<file path="config.mk">
export PLATFORM = sky130hd
export DESIGN_NAME = pipe_hazard_ctrl
export DESIGN_NICKNAME = d
export VERILOG_FILES = /design/src/rtl/pipe_pkg.sv /design/src/rtl/hz_md_timer.sv /design/src/rtl/pipe_hazard_ctrl.sv
export SDC_FILE = /design/constraint.sdc
export NUM_CORES = 1
export LEC_CHECK = 0
export BUFFER_PORTS_ARGS = -buffer_cell sky130_fd_sc_hd__buf_4
export CORE_AREA = 2 2 39 41
export DETAILED_ROUTE_END_ITERATION = 8
export DIE_AREA = 0 0 41 43
export PLACE_DENSITY = 0.79
export SLEW_MARGIN = 5
export SYNTH_ARGS = -nofsm -noshare
export SYNTH_HDL_FRONTEND = slang
export SYNTH_HIERARCHICAL = 1
export SYNTH_SLANG_ARGS = --single-unit
</file>
<file path="constraint.sdc">
create_clock -name clk -period 2.7 [get_ports clk]
set_input_delay 0.405 -clock clk [delete_from_list [all_inputs] [get_ports clk]]
set_output_delay 0.405 -clock clk [all_outputs]
set_load 0.03 [all_outputs]
</file>
<file path="src/rtl/pipe_pkg.sv">
// Shared types and constants for the pipeline hazard controller.
package pipe_pkg;

  typedef enum logic {
    RUN     = 1'b0,
    MD_WAIT = 1'b1
  } hz_state_t;

  localparam logic [4:0] REG_ZERO       = 5'd0;
  localparam int         MULDIV_LAT_DEF = 4;

endpackage

</file>
<file path="src/rtl/hz_md_timer.sv">
// Mul/div wait down-counter: loadable, decrementing, with a flag that the
// current decrement is the one that brings the count to zero.
module hz_md_timer #(
  parameter int CNT_W    = 4,
  parameter int LOAD_VAL = 3
) (
  input  logic             clk,
  input  logic             rst,
  input  logic             clr_i,
  input  logic             load_i,
  input  logic             dec_i,
  output logic             last_o,
  output logic [CNT_W-1:0] cnt_o
);

  logic [CNT_W-1:0] cnt_q, cnt_d;

  always_comb begin
    cnt_d = cnt_q;
    if (clr_i) begin
      cnt_d = '0;
    end else if (load_i) begin
      cnt_d = CNT_W'(LOAD_VAL);
    end else if (dec_i && (cnt_q != '0)) begin
      cnt_d = cnt_q - 1'b1;
    end
  end

  // NOTE: sequential state uses non-blocking assignments so every register
  // samples pre-edge values regardless of process ordering.
  always_ff @(posedge clk) begin
    if (rst) begin
      cnt_q <= '0;
    end else begin
      cnt_q <= cnt_d;
    end
  end

  // Loading LAT-1 and leaving when the count steps to zero gives LAT-1 wait
  // cycles, so the issue cycle plus the wait totals LAT cycles of hold.
  assign last_o = (cnt_q <= CNT_W'(1));
  assign cnt_o  = cnt_q;

endmodule

</file>
<file path="src/rtl/pipe_hazard_ctrl.sv">
// Hazard/sequencing controller for the 5-stage pipeline: load-use, branch,
// jr redirect and mul/div hold. Define HAZARD_PERF_EN to add perf counters.
module pipe_hazard_ctrl
  import pipe_pkg::*;
#(
  parameter int MULDIV_LAT = MULDIV_LAT_DEF,
  parameter int CNT_W      = 4
) (
  input  logic       clk,
  input  logic       rst,
  input  logic [4:0] id_rs,
  input  logic [4:0] id_rt,
  input  logic       id_uses_rt,
  input  logic       id_muldiv,
  input  logic       id_branch_taken,
  input  logic       ex_memread,
  input  logic [4:0] ex_rt,
  input  logic       ex_jr_taken,
  output logic       pc_write,
  output logic       ifid_write,
  output logic       ifflush,
  output logic       idex_bubble,
`ifdef HAZARD_PERF_EN
  output logic       busy,
  output logic [31:0] perf_stall_cnt,
  output logic [31:0] perf_flush_cnt
`else
  output logic       busy
`endif
);

  localparam bit MD_HOLD = (MULDIV_LAT > 1);

  hz_state_t        state_q, state_d;
  logic             luse;
  logic             md_load, md_dec, md_clr, md_last;
  logic [CNT_W-1:0] md_cnt;

  assign luse = ex_memread && (ex_rt != REG_ZERO) &&
                ((ex_rt == id_rs) || (id_uses_rt && (ex_rt == id_rt)));

  hz_md_timer #(
    .CNT_W    (CNT_W),
    .LOAD_VAL (MULDIV_LAT - 1)
  ) u_md_timer (
    .clk    (clk),
    .rst    (rst),
    .clr_i  (md_clr),
    .load_i (md_load),
    .dec_i  (md_dec),
    .last_o (md_last),
    .cnt_o  (md_cnt)
  );

  // NOTE: every signal written here gets a default first, so no path through
  // the case/if tree can leave one unassigned and infer a latch.
  always_comb begin
    state_d     = state_q;
    md_load     = 1'b0;
    md_dec      = 1'b0;
    md_clr      = 1'b0;
    pc_write    = 1'b1;
    ifid_write  = 1'b1;
    ifflush     = 1'b0;
    idex_bubble = 1'b0;
    busy        = 1'b0;

    if (rst) begin
      pc_write    = 1'b0;
      ifid_write  = 1'b0;
      ifflush     = 1'b1;
      idex_bubble = 1'b1;
    end else begin
      unique case (state_q)
        RUN: begin
          if (ex_jr_taken) begin
            ifflush     = 1'b1;
            idex_bubble = 1'b1;
          end else if (luse) begin
            // Branch operands are not ready yet; it re-resolves next cycle.
            pc_write    = 1'b0;
            ifid_write  = 1'b0;
            idex_bubble = 1'b1;
          end else if (id_muldiv) begin
            pc_write   = id_branch_taken;
            ifid_write = 1'b0;
            ifflush    = id_branch_taken;
            if (MD_HOLD) begin
              state_d = MD_WAIT;
              md_load = 1'b1;
            end
          end else if (id_branch_taken) begin
            ifflush = 1'b1;
          end
        end
        MD_WAIT: begin
          busy = 1'b1;
          if (ex_jr_taken) begin
            ifflush     = 1'b1;
            idex_bubble = 1'b1;
            md_clr      = 1'b1;
            state_d     = RUN;
          end else begin
            pc_write    = 1'b0;
            ifid_write  = 1'b0;
            idex_bubble = 1'b1;
            md_dec      = 1'b1;
            if (md_last) state_d = RUN;
          end
        end
        default: state_d = RUN;
      endcase
    end
  end

  always_ff @(posedge clk) begin
    if (rst) begin
      state_q <= RUN;
    end else begin
      state_q <= state_d;
    end
  end

`ifdef HAZARD_PERF_EN
  always_ff @(posedge clk) begin
    if (rst) begin
      perf_stall_cnt <= '0;
      perf_flush_cnt <= '0;
    end else begin
      if (!pc_write) perf_stall_cnt <= perf_stall_cnt + 32'd1;
      if (ifflush)   perf_flush_cnt <= perf_flush_cnt + 32'd1;
    end
  end
`endif

endmodule

</file>
# Yosys cells after proc, flatten, opt, wreduce, memory -nomap -nowiden
# Index checks and enable logic that the tools add are counted.
classes:
  bitwise: 1
  n_lt_le_gt_ge: 1
  n_eq_ne: 2
  add_sub_neg: 1
  n_mux: 38
  n_reduce_logical: 10
op_table:
  columns: ["operator", "n"]
  rows:
  - ["$mux 1", 31]
  - ["$eq 5x5->1", 2]
  - ["$pmux 1 s2", 5]
  - ["$reduce_bool 5->1", 1]
  - ["$le 4x1->1 const B", 1]
  - ["$logic_and 1x1->1", 4]
  - ["$mux 2", 2]
  - ["$reduce_bool 4->1", 1]
  - ["$sub 4x1->4 const B", 1]
  - ["$reduce_or 3->1", 1]
  - ["$reduce_bool 2->1", 1]
  - ["$reduce_or 2->1", 1]
  - ["$logic_or 1x1->1", 1]
  - ["$not 1->1", 1]
totals:
  inputBits: 22
  out_inout_bits: 5
  word_cells: 56
  reg_bits: 5

# Depth between registers and ports, before layout
depth:
  word_depth: 9
  ltp_mapped: 7
  ltp_nobuf: 7

# By module
# Netlist, hierarchy kept.
modules_own_cells:
  columns: ["mod", "area_per_inst_um2", "n_inst", "cells_each", "seq_area_each_um2"]
  rows:
  - ["pipe_hazard_ctrl", 315.3, 1, 43, 20.0]
  - ["hz_md_timer", 265.3, 1, 28, 80.1]

# Worst setup path after synthesis
# No wires, ideal clock.
synth_timing:
  path_type: "in2out"
  startpoint: "in id_rt[4]"
  endpoint: "out pc_write"
  arrival_time_ns: 1.841
  slack_ns: 0.454
  n_path_buf: 0
  stages: 4
  required_ns: 2.295
  cell_sequence: "xnor2_1 nand4_1 o22ai_1 o41ai_1"
synth_via:
  elab_chain_cells: 8
synth_rtl:
  columns: ["element", "line_no", "rtl"]
  rows:
  - ["from (decl)", "pipe_hazard_ctrl.sv:12", "input logic [4:0] id_rt,"]
  - ["$eq 5x5->1", "pipe_hazard_ctrl.sv:40", "((ex_rt == id_rs) || (id_uses_rt && (ex_rt == id_rt)));"]
  - ["$logic_and 1x1->1", "pipe_hazard_ctrl.sv:40", null]
  - ["$logic_or 1x1->1", "pipe_hazard_ctrl.sv:40", null]
  - ["$logic_and 1x1->1", "pipe_hazard_ctrl.sv:39", "assign luse = ex_memread && (ex_rt != REG_ZERO) &&"]
  - ["$mux 1", "pipe_hazard_ctrl.sv:79", "end else if (luse) begin"]
  - ["$mux 1", "pipe_hazard_ctrl.sv:76", "if (ex_jr_taken) begin"]
  - ["$pmux 1 s2", "pipe_hazard_ctrl.sv:74", "unique case (state_q)"]
  - ["$mux 1", "pipe_hazard_ctrl.sv:68", "if (rst) begin"]
  - ["to (decl)", "pipe_hazard_ctrl.sv:19", "output logic pc_write,"]
# No other way between the ends.

# Worst setup path in the final report
layout_timing:
  startpoint: "in ex_rt[1]"
  endpoint: "out pc_write"
layout_via:
  elab_chain_cells: 8
  elab_cells_between_ends: 11
  classes_between: "eq/ne: 2; mux: 4; reduce/logical: 5"
layout_rtl:
  columns: ["element", "line_no", "rtl"]
  rows:
  - ["from (decl)", "pipe_hazard_ctrl.sv:17", "input logic [4:0] ex_rt,"]
  - ["$eq 5x5->1", "pipe_hazard_ctrl.sv:40", null]
  - ["$logic_and 1x1->1", "pipe_hazard_ctrl.sv:40", null]
  - ["$logic_or 1x1->1", "pipe_hazard_ctrl.sv:40", null]
  - ["$logic_and 1x1->1 *", "pipe_hazard_ctrl.sv:39", null]
  - ["$mux 1 *", "pipe_hazard_ctrl.sv:79", null]
  - ["$mux 1 *", "pipe_hazard_ctrl.sv:76", null]
  - ["$pmux 1 s2 *", "pipe_hazard_ctrl.sv:74", null]
  - ["$mux 1 *", "pipe_hazard_ctrl.sv:68", null]
# Every way passes the cells marked *; elsewhere a longest branch is shown, timed or not.

==> flow_metrics.tcl <==
set metrics [dict create \
    yosysUniqueCellTypes 35 \
    powerDensity_nw_per_um2 346 \
    r2r_start "state_q$_SDFF_PP0_" \
    seqCellArea_um2 100 \
    die_w_um 41 \
    area_growth_pct 42.0 \
    final_cell_area_um2 825 \
    clock_skew_ns 0.00324 \
    cp-start-kind "primary input" \
    cts_buffers 3 \
    end_kind "output pin" \
    drive_above_1_share_pct 37.6 \
    h-tree-depth 1 \
    timing.rr.end "u_md_timer/cnt_o[3]$_SDFFE_PP0P_" \
    avgSynthCellArea_um2 8.18 \
    max_slew_margin_pct 77.3 \
    criticalPathCategory "in -> out" \
    synth-main-ff-cell "dfxtp_1" \
    min_to "u_md_timer/cnt_o[1]$_SDFFE_PP0P_" \
    fp.dieArea_um2 1760 \
    slowest_delay_ns 0.54 \
    hold_path_class "in -> reg" \
    wl_per_cell_um 11.9 \
    synth_top_area_cell "dfxtp_1" \
    overflow 0 \
    critPathBufInv 2 \
    final_antenna_net_count 0 \
    yosysMostFrequentCell "xnor2_1" \
    place_congestion 0.721 \
    yosysWarnings 6 \
    r2r_slack_ns 0.81 \
    vias 633 \
    pwr-share-comb_pct 41.4 \
    cp_slowest_cell "or4_4" \
    grt_max_degree 13 \
    whs_path_depth 2 \
    cpMostUsedCell "buf_4" \
    drt-total-wl_um 1390 \
    p_sw_share_pct 32.4 \
    critPathMaxFanout 6 \
    die_h_um 43 \
    via_per_inst 5.41 \
    worst_pin_slew_ns 0.338 \
    grt_usage_pct 17.3 \
    vdd_ir_drop_max_v 0.000124 \
    fmax_mhz 481 \
    synthTopCellsByCount "xnor2_1 (10), inv_1 (6), nor3_1 (6)" \
    fp-row-count 14 \
    synth_edf_count 0 \
    finalSetupTns_ns 0 \
    async_flop_share_pct 0 \
    grt_antenna_before_repair 0 \
    nFillCells 137 \
    period_share_pct 77.0 \
    p_leak_nw 0.328 \
    clockPowerShare_pct 30.1 \
    post-route-util_pct 59.6 \
    cts_root_buf "clkbuf_4" \
    dpl_cell_area_um2 798 \
    crit_family "simple AND/OR/NAND/NOR gates" \
    core_area_um2 1380 \
    synth_top_area_share_pct 17.2 \
    initial_core_util_pct 42.0 \
    ctsLongestPathBuffers 2 \
    portBuffers 26 \
    min_period_ns 2.08 \
    setup-violations-final 0 \
    cts_tree "done" \
    clock_latency_ns 0.24 \
    cp.required_ns 2.30 \
    syn_inst 71 \
    p_sw_w 0.0000923 \
    cts-resized-gates 0 \
    syn-num-nets 96 \
    worstPathArrival_ns 1.67 \
    path_clk_slew_ns 0.04 \
    post_cts_buffers 0 \
    fin_nets 127 \
    reg2reg_depth 6 \
    seqPwrFrac_pct 28.4 \
    grt_pass1_vias 578 \
    rsz0062_at_grt "no" \
    dr.pass1.iters 4 \
    multiInputGateArea_um2 453 \
    holdCritStartpoint "rst" \
    ioPinCount 27 \
    finalMaxSlewViolations 0 \
    synthTopCellsByArea "dfxtp_1 (17%), xnor2_1 (15%), ha_1 (6.5%), nor3_1 (5.2%), inv_1 (3.9%)" \
    drt_iter0_markers 3 \
    maxCapViolations 0 \
    syn_area_um2 581 \
    synth-seq-area-share_pct 17.2 \
    cts.sinks 5 \
    hold_viol_final 0 \
    diodes 0 \
    grt_first_pass_wirelength_um 2150 \
    status "finished, final reports clean" \
    cts_hold_buf 0 \
    p_int_w 0.000193 \
    crit_chain "buf_4, or4_4, o21ai_4, a21oi_1, o41ai_1, buf_4" \
    ys_seq_elements 5 \
    drc 0 \
    place_hpwl_um 1160 \
]
[state kept, by name (all words and copies together) (netlist names)]
register	count
u_md_timer/cnt_o	4
state_q	1
[through the flow]
step	hold slack (ns)	power, W	setup slack [ns]	std cells
CTS	0.411	0.000292	0.621	117
detailed placement	0.569	0.000200	0.575	113
global placement	0.541	0.000197	0.636	113
floorplan	0.474	0.000150	0.454	71
global route	0.429	0.000302	0.553	117
finish	0.432	0.000285	0.622	117
[per-layer routing]
metal,global-route usage [%],share of wire [%]
met5,0,0
met2,31.9,55
met1,17.8,40
met3,1.57,4.8
met4,8.00,0
[final cells by class]
cell class                 count  share of cell area (%)
multi-input combinational     59                    54.9
timing repair buffer          27                    24.6
sequential                     5                    12.1
clock buffer                   4                    3.19
inverter                       6                    2.73
tap                           16                    2.43
[power groups by stage]
| stage | sequential, W | clock (W) | combinational (W) |
|---|---|---|---|
| finish | 0.0000810 | 0.0000859 | 0.000118 |
| global route | 0.0000815 | 0.0000933 | 0.000127 |
| CTS | 0.0000809 | 0.0000927 | 0.000118 |
| detailed placement | 0.0000821 | 0 | 0.000117 |
| global placement | 0.0000820 | 0 | 0.000115 |
| floorplan | 0.0000813 | 0 | 0.0000687 |
[layout by cell type, fill, tap and decap left out, types with 2 or more instances in the layout]
master and count:
buf_4 27, xnor2_1 10, inv_1 6, nor3_1 6
dfxtp_1 5, nand2_1 3, nor2_1 3, a21oi_1 3
clkbuf_4 3, ha_1 3, nand3_1 2, nor2b_1 2
o41ai_1 2, and2_1 2, o21a_1 2
[logic make-up after synthesis]
kind of cell | count (synthesis) | share of synthesized area, %
compound gates | 19 | 27.2
xor+xnor | 10 | 15.1
fa+ha+maj | 3 | 6.47
buf+inv | 7 | 4.74
flops | 5 | 17.2
simple gates | 27 | 29.3
[how the worst max path moves through the flow]
stage,start,end,slack [ns],cells past startpoint
6_report,ex_rt[1],pc_write,0.62,6
5_1_grt,ex_rt[1],pc_write,0.55,6
4_1_cts,ex_rt[1],pc_write,0.62,6
3_5_place_dp,ex_rt[1],u_md_timer/cnt_o[1]$_SDFFE_PP0P_,0.57,7
3_3_place_gp,ex_rt[1],pc_write,0.64,6
2_1_floorplan,id_rt[4],pc_write,0.45,4
(Power assumes the default switching activity.)
